File: src/rtl/fifo_sdp_sync.sv
// Single-clock FIFO on an inferred simple-dual-port RAM with a registered read port.
// Occupancy-based flags, sticky overflow/underflow and a synchronous flush.
module fifo_sdp_sync #(
  parameter int WIDTH      = 16,
  parameter int DEPTH      = 16,
  parameter int AFULL_LVL  = DEPTH - 2,
  parameter int AEMPTY_LVL = 2,
  parameter int ADDR_WIDTH = $clog2(DEPTH)
) (
  input  logic                  rst,
  input  logic                  clk_a,
  input  logic                  clr,
  input  logic                  wr_en,
  input  logic [WIDTH-1:0]      wdata,
  input  logic                  rd_en,
  output logic [WIDTH-1:0]      rdata,
  output logic                  rvalid,
  output logic [ADDR_WIDTH:0]   count,
  output logic                  full,
  output logic                  empty,
  output logic                  afull,
  output logic                  aempty,
  output logic                  overflow,
  output logic                  underflow
);

  localparam logic [ADDR_WIDTH:0] FULL_CNT   = (ADDR_WIDTH+1)'(DEPTH);
  localparam logic [ADDR_WIDTH:0] AFULL_CNT  = (ADDR_WIDTH+1)'(AFULL_LVL);
  localparam logic [ADDR_WIDTH:0] AEMPTY_CNT = (ADDR_WIDTH+1)'(AEMPTY_LVL);

  logic [WIDTH-1:0]      mem [DEPTH];
  logic [ADDR_WIDTH-1:0] wr_ptr, rd_ptr;
  logic                  wr_acc, rd_acc;

  // Flags depend only on registered count, so they carry no input paths.
  assign full   = (count == FULL_CNT);
  assign empty  = (count == '0);
  assign afull  = (count >= AFULL_CNT);
  assign aempty = (count <= AEMPTY_CNT);

  assign wr_acc = wr_en & ~full  & ~clr;
  assign rd_acc = rd_en & ~empty & ~clr;

  // RAM array carries no reset so it maps onto block/distributed memory.
  always_ff @(posedge clk_a) begin
    if (wr_acc) mem[wr_ptr] <= wdata;
  end

  always_ff @(posedge clk_a or posedge rst) begin
    if (rst) begin
      wr_ptr    <= '0;
      rd_ptr    <= '0;
      count     <= '0;
      rdata     <= '0;
      rvalid    <= 1'b0;
      overflow  <= 1'b0;
      underflow <= 1'b0;
    end else if (clr) begin
      wr_ptr    <= '0;
      rd_ptr    <= '0;
      count     <= '0;
      rvalid    <= 1'b0;
      overflow  <= 1'b0;
      underflow <= 1'b0;
    end else begin
      if (wr_acc) wr_ptr <= wr_ptr + 1'b1;
      if (rd_acc) begin
        rd_ptr <= rd_ptr + 1'b1;
        rdata  <= mem[rd_ptr];
      end
      rvalid    <= rd_acc;
      count     <= count + {{ADDR_WIDTH{1'b0}}, wr_acc} - {{ADDR_WIDTH{1'b0}}, rd_acc};
      overflow  <= overflow  | (wr_en & full);
      underflow <= underflow | (rd_en & empty);
    end
  end

endmodule

File: config.mk
export PLATFORM = sky130hd
export DESIGN_NAME = fifo_sdp_sync
export DESIGN_NICKNAME = d
export VERILOG_FILES = /design/src/rtl/fifo_sdp_sync.sv
export SDC_FILE = /design/constraint.sdc
export NUM_CORES = 1
export LEC_CHECK = 0
export CAP_MARGIN = 30
export CORE_ASPECT_RATIO = 1.1
export CORE_UTILIZATION = 30
export DETAILED_ROUTE_END_ITERATION = 16
export GPL_TIMING_DRIVEN = 0
export SLEW_MARGIN = 20
export SYNTH_ARGS = -nofsm -noshare
export SYNTH_HDL_FRONTEND = slang
export SYNTH_SLANG_ARGS = --single-unit
File: constraint.sdc
create_clock -name clk_a -period 3.9 [get_ports clk_a]
set_input_delay 0.39 -clock clk_a [delete_from_list [all_inputs] [get_ports clk_a]]
set_output_delay 0.39 -clock clk_a [all_outputs]
set_load 0.01 [all_outputs]
## Word level (Yosys, flattened, before mapping)

Memories as Yosys holds them, arrays and structs flattened. A register that Yosys moved wholly into a read port is not among the register bits.
Index checks and enable logic that the tools add are counted.

| cells by class | value |
|---|---|
| $add $sub $neg | 4 |
| shift-type cells | 0 |
| bitwise operators | 11 |
| equality and inequality tests | 1 |
| reductions and logical operators | 4 |
| magnitude comparators | 2 |
| muxes and demuxes | 10 |
| div/mod/pow operators | 0 |
| multipliers | 0 |

Operators with widths:

| cell | count |
|---|---|
| 4-bit two-way mux | 4 |
| 4-bit by 1-bit adder with 4-bit output, second input constant | 2 |
| 1-bit bitwise AND | 6 |
| 5-bit by 1-bit adder with 5-bit output | 1 |
| 5-bit == test, second input constant | 1 |
| 5-bit by 4-bit greater-or-equal comparator with 1-bit output, second input constant | 1 |
| 5-bit by 2-bit <= comparator with 1-bit output, second input constant | 1 |
| 5-bit zero test | 1 |
| 1-bit two-way mux | 5 |
| 5-bit two-way mux | 1 |
| 5-bit by 1-bit subtractor with 5-bit output | 1 |
| 2-bit nonzero test | 2 |
| 1-bit NOT | 3 |
| 1-bit bitwise OR | 2 |
| 2-bit AND reduction | 1 |

| storage, ports and cells | value |
|---|---|
| register bits | 16 |
| logic and storage cells | 39 |
| bits in read-only memories | 0 |
| bits in latches | 0 |
| bits of input ports | 21 |
| bits in writable memories | 256 |
| output and inout port bits | 28 |
| memories kept | 1 |

Memory list:

| name | words | bits a word | rd ports | clocked after memory_dff | wr ports | line | source |
|---|---|---|---|---|---|---|---|
| mem | 16 | 16 | 1 | 1 | 1 | 31 | `logic [WIDTH-1:0] mem [DEPTH];` |

## Depth between registers and ports, before layout

Gate-level depths: netlist of the first run.

| depth | value |
|---|---|
| depth in word-level cells | 7 |
| gate-level depth with buffers | 17 |
| gate-level depth less buffers | 15 |

## Worst setup path after synthesis of the first run

Ideal clock, no wire load.

| path | value |
|---|---|
| path type | flip-flop to flip-flop |
| start | register count[2] |
| end | register count[4] |
| data required time | 3768 ps |
| setup slack | 804 ps |
| setup time | 132 ps |
| period minus slack after synthesis | 3096 ps |
| arrival time | 2964 ps |
| cell stages (with the launch flop) | 18 |
| buffers on the path | 3 |
| cells stage by stage | dfrtp_1 -> inv_1 -> ha_1 -> or4b_1 -> buf_2 -> nand2b_2 -> buf_6 -> buf_2 -> inv_1 -> ha_1 -> inv_1 -> ha_1 -> inv_1 -> fa_1 -> o21bai_1 -> a21oi_1 -> xnor2_1 -> nor2_1 |

| between the ends | value |
|---|---|
| longest elaborated chain between the ends | 7 |
| elaborated cells between the ends (all ways) | 11 |
| those cells by class | 2 x add/sub; 1 x eq/ne; 1 x mux; 6 x bitwise; 1 x reduce/logical |

Ends and longest elaborated chain:

| element | line | source |
|---|---|---|
| start, declared | 18 | `output logic [ADDR_WIDTH:0] count,` |
| start signal, assigned | 72 | `count <= count + {{ADDR_WIDTH{1'b0}}, wr_acc} - {{ADDR_WIDTH{1'b0}}, rd_acc};` |
| 5-bit == test | 36 | `assign full = (count == FULL_CNT);` |
| 1-bit NOT | 41 | `assign wr_acc = wr_en & ~full & ~clr;` |
| 1-bit bitwise AND (2 in a row) | 41 |  |
| 5-bit by 1-bit adder with 5-bit output | 72 |  |
| 5-bit by 1-bit subtractor with 5-bit output * | 72 |  |
| 5-bit two-way mux * | 58 | `end else if (clr) begin` |

Mark *: on every way between the ends. The rest lies on a longest branch, timed or not.
A chain may end at the register's enable or synchronous reset.

## Final worst setup path of the first run

Ends and elaborated chain as after synthesis.

==> flow_summary.toml, run 1 <==
[global_route]
track_usage_pct = 13.0
grt_start_max_net_pins = 27
grt_pass1_wl_mm = 38.4
grt_pass1_vias = 6155
gr-total-overflow = 0
antenna_found_initial = 0

[yosys]
ys_warn_count = 0
synthesis.area_um2 = 11500
synth.top_cell.area_share_pct = 67.0
synth-seq-cells = 288
syn_nets = 659
yosysTopAreaCell = "edfxtp_1"
ys_seq_area_share_pct = 73.9
synth_area_leaders = "edfxtp_1 (67%), dfrtp_1 (7.0%), mux4_2 (6.9%)"
ys.flop_type = "edfxtp_1"
postSynthCellCount = 621
avgSynthCellArea_um2 = 18.5
synth.distinct_cells = 38
async_flop_share_pct = 11.1
synth-edff-count = 256

[clocking]
worstSkewPairLatency_ns = 0.56
cts_sinks = 288
cts.clk_slew.worst_paths_ns = 0.07
root_buffer = "clkbuf_16"
hold_buffers = 0
postCtsSetupBuffers = 0
cts_tree = "yes"
cts-buffers-inserted = 28
cts-htree-levels = 1
ctsResizeCount = 0
clock_path_buffers = 3

[pwr]
leakagePower_nw = 4.55
powerDensity_nw_per_um2 = 585
ir_drop_mv = 0.265

[final_layout]
instances_no_fill = 1235
antenna_cells = 0
design.final.nets = 757
fillers = 3467
layout_common_cells = "edfxtp_1 (256), mux2i_1 (75), clkdlybuf4s50_1 (47)"
drive_gt1_share_pct = 21.2
final_common_cell = "edfxtp_1"
syn_to_final_growth_pct = 20.8

[die]
die_area_um2 = 39100
die_y_um = 207
rows = 74
core-area_um2 = 37400
ioPinCount = 49
start_util_pct = 30.7
dieWidth_um = 189

[worst_setup_path]
r2r_slack_ns = 0.38
end_kind = "register"
cp_data_required_time_ns = 4.30
arrival_ns = 3.92
crit_start = "count[2]"
worstReg2RegEnd = "count[4]"
cp_max_fo = 10
start_kind = "register"
rr_worst_depth = 17
r2r_start = "count[2]"
critical_path_class = "register to register"

[timing]
clock_skew_ns = 0.0229
worstMarginPinSlew_ns = 0.841
fin_crit_sh_pct = 90.2
hold_violations = 0
maxSlewHeadroom_pct = 43.9
rsz0062_at_grt = "no"
setup_tns_ns = 0
min_period_ns = 3.52
fmax_mhz = 284
setup_violations = 0
slew_viol_final = 0

[placed_design]
portBuffers = 47
dp_hpwl_mm = 17.3
dp.cells = 1183
routabilityCongestion = 0.779

[drt]
totalWireLength_mm = 25.1
drc = 0
wl_per_cell_um = 20.4
drt_iter0_markers = 449
drt_pass1_iterations = 4
viasPerCell = 4.72
ant_nets = 0
via_count = 5825

[worst_hold_path]
hp-class = "input pin to async pin"

[job]
max_cap_violations = 0

[outcome]
run_status = "finished, final reports clean"
where the power goes:
| group | total, mW | internal [mW] | switching (mW) |
|---|---|---|---|
| Clock | 2.93 | 1.79 | 1.14 |
| Combinational | 1.52 | 0.725 | 0.791 |
| Sequential | 3.67 | 3.53 | 0.146 |
| Total | 8.11 | 6.04 | 2.08 |
layer usage:
layer  global-route usage (%)  wire, µm
met1                     17.0     10600
met5                        0         0
met2                     22.4     12800
met4                     4.23       648
met3                     1.58      1110
cell usage after synthesis, types with 5 or more instances:
cell type  instances
edfxtp_1         256
mux2i_1           75
nand2_1           43
mux4_2            35
dfrtp_1           32
a22oi_1           30
nor2_1            25
buf_2             17
ha_1              16
inv_1             14
o221ai_2          10
a21oi_1            7
clkbuf_1           7
nand3_1            5
o221ai_1           5
xor2_1             5
worst max-delay path: stages, from the launching register on:
cell and delay [ns]:
dfrtp_1 0.44, inv_1 0.14, ha_1 0.17, or4b_1 0.44, buf_2 0.18, nand2b_2 0.08
buf_6 0.14, buf_2 0.27, inv_1 0.08, ha_1 0.29, inv_1 0.06, ha_1 0.16
inv_1 0.06, fa_1 0.40, o21bai_1 0.18, a21oi_1 0.10, xnor2_1 0.14, nor2_1 0.05
per-stage QoR:
| stage | util, % | setup WS [ns] | power (mW) | hold WS [ns] | instance area [µm²] |
|---|---|---|---|---|---|
| floorplan | - | 0.804 | 4.60 | 0.489 | 11500 |
| global placement | 33.6 | -0.467 | 5.25 | 0.483 | 12600 |
| detailed placement | 34.4 | 0.389 | 5.27 | 0.499 | 12900 |
| CTS | 37.1 | 0.362 | 8.20 | 0.0618 | 13900 |
| global route | 37.1 | 0.184 | 8.43 | 0.0910 | 13900 |
| finish | 37.1 | 0.382 | 8.11 | 0.0791 | 13900 |
kinds of logic after synthesis:
logic type,share of synthesized area (%)
compound gates,4.15
xor+xnor,0.687
fa+ha+maj,1.92
buf+inv,2.16
flops,73.9
mux,13.4
simple gates,3.75
how the worst max path moves through the flow:
stage               cells after the start  slack [ns]          to
finish                                 17        0.38    count[4]
detailed placement                     17        0.39    count[4]
floorplan                              17        0.80    count[4]
global route                           17        0.18    count[4]
CTS                                    17        0.36    count[4]
global placement                        7       -0.47  mem[1][12]
flip-flops by register name, summed over array words and instances, names as in the netlist:
signal	count
count	5
mem	256
overflow	1
rd_ptr	4
rdata	16
rvalid	1
underflow	1
wr_ptr	4
layout make-up:
cell class / count / area (µm²) / share of cell area (%)
plain buffers: 32 / 188 / 1.35
repair buffers: 68 / 704 / 5.08
clock buffers: 32 / 716 / 5.16
well taps: 494 / 618 / 4.46
flip-flops and latches: 288 / 8490 / 61.2
multi-input cells: 285 / 2800 / 20.2
clock inverters: 20 / 299 / 2.16
inverters: 16 / 60.1 / 0.433
No activity file was read; power rests on OpenSTA's default activity.
==> run 2: changes to the inputs <==
==> constraint.sdc (replaced) <==
create_clock -name clk_a -period 4.3 [get_ports clk_a]
set_input_delay 0.645 -clock clk_a [delete_from_list [all_inputs] [get_ports clk_a]]
set_output_delay 0.645 -clock clk_a [all_outputs]
set_load 0.01 [all_outputs]
==> results of run 2 <==
Same layout as run 1 (identical final DEF). Status: finished, final reports clean.
Among the figures that moved: setup slack after placement 0.389 ns -> 0.768 ns; setup slack after layout 0.382 ns -> 0.782 ns; hold slack 0.0791 ns -> 0.334 ns; register-to-register setup slack 0.38 ns -> 0.78 ns; total power 8.11 mW -> 7.36 mW; worst IR drop on VDD 0.265 mV -> 0.240 mV
==> RTL edit (flow settings as in run 1) <==
Set the parameter `DEPTH` to 32 (it was 16).
--- a/src/rtl/fifo_sdp_sync.sv
+++ b/src/rtl/fifo_sdp_sync.sv
@@ -2,7 +2,7 @@
 // Occupancy-based flags, sticky overflow/underflow and a synchronous flush.
 module fifo_sdp_sync #(
   parameter int WIDTH      = 16,
-  parameter int DEPTH      = 16,
+  parameter int DEPTH      = 32,
   parameter int AFULL_LVL  = DEPTH - 2,
   parameter int AEMPTY_LVL = 2,
   parameter int ADDR_WIDTH = $clog2(DEPTH)
Interface: changed (resized count); port bits go from 49 to 50. The function was not compared with the original's and may differ.
==> RTL edit against run 1 <==
Area after synthesis is 87% higher. Clock skew down 0.0076 ns. Non-clock buffer count increased by 32. Design area up 83%. Fmax increased by 3.9%. Worst setup slack improved by 0.13 ns. First-iteration DRC count is 82% higher. Sequential cell count increased by 259. Via count is 80% higher. Cell count up 72%. Routed wire length up 110%. Total power increased by 86%. Critical path type unchanged. Critical endpoint unchanged.
==> RTL edit: results (changes against run 1) <==
Final Net Count=1,186 (+57%); Power Total=15.13 mW (+86%); DR vias=10.48k (+80%); Max stage delay on crit path=0.54 ns (+0.10 ns); inverter count=18 (+2); syn_nets=1,050 (+59%); worst-skew pair later-pin latency=0.60 ns (+0.04 ns); reg2reg path depth=13 (-4); crit-path max FO=5 (-5); Layout Utilization=36.01% (-1.1 points); number of clock buffers in the layout=73 (+130%); Seq/Total Area, Yosys=75.86% (+1.9 points); hold_ws=0.2096 ns (+0.1305 ns); Fin Clk Skew=0.01525 ns (-0.007626 ns); Crit-path slowest cell=nor3b_1; # port buffers=49 (+4.3%); LEAKAGE=7.898 nW (+74%); CTS Buf Count=54 (+93%); GPL Wtd Cong=0.8368 (+7.4%); Worst path top cell family by delay=simple AND/OR/NAND/NOR gates; status=complete, no violations; multi-input combinational area share=19.36% (-0.80 points); Arr. time, crit path=3.90 ns (-0.02 ns); Routed wire per std cell=24.64 um (+21%); post-synth cell types=51 (+34%); Compound-Gate Fraction of Synth Area=2.278% (-1.9 points); flop-to-flop setup slack=0.51 ns (+0.13 ns); buffering overhead=4.702% (-1.7 points); H-tree Lvls=2 (+1); Layout fillers=6,413 (+85%); mux cell area share after synthesis=16.20% (+2.8 points); FF-to-FF Start=count[3]; min-delay worst type=in -> reg; part of the power in the clock network=34.9% (-1.2 points); initial antenna violation count=1 (+1); Comb. pwr=3.12 mW (+110%); Post-Place Setup Slack=0.5280 ns (+0.1387 ns); VDD IR max=333.1 uV (+26%)
==> RTL edit: cell types whose count changed after synthesis, sizes merged, moves of 13 or more <==
cell / delta
o221ai: -13
mux2: +14
nor2: +30
edfxtp: +256
mux2i: -23
nand2: -29
mux4: +89
a22o: +13
a211oi: +14
a22oi: -29
==> RTL edit: worst max-delay path by stage <==
stage | cells past startpoint | start | slack (ns) | to
final | 13 | count[3] | 0.51 | count[4]
after global routing | 13 | count[2] | 0.25 | count[5]
after CTS | 13 | count[2] | 0.51 | count[4]
after floorplan | 13 | count[3] | 0.86 | count[4]
after detailed placement | 13 | count[2] | 0.53 | count[4]
after global placement | 6 | count[2] | -0.09 | mem[9][14]
==> RTL edit: routing by layer <==
metal	wire length (um)	track usage, %	up-vias
li1	-	-	4437
met1	21600	18.90	5558
met2	25490	24.28	383
met3	3451	3.235	97
met4	1884	5.769	0
met5	0	0	-
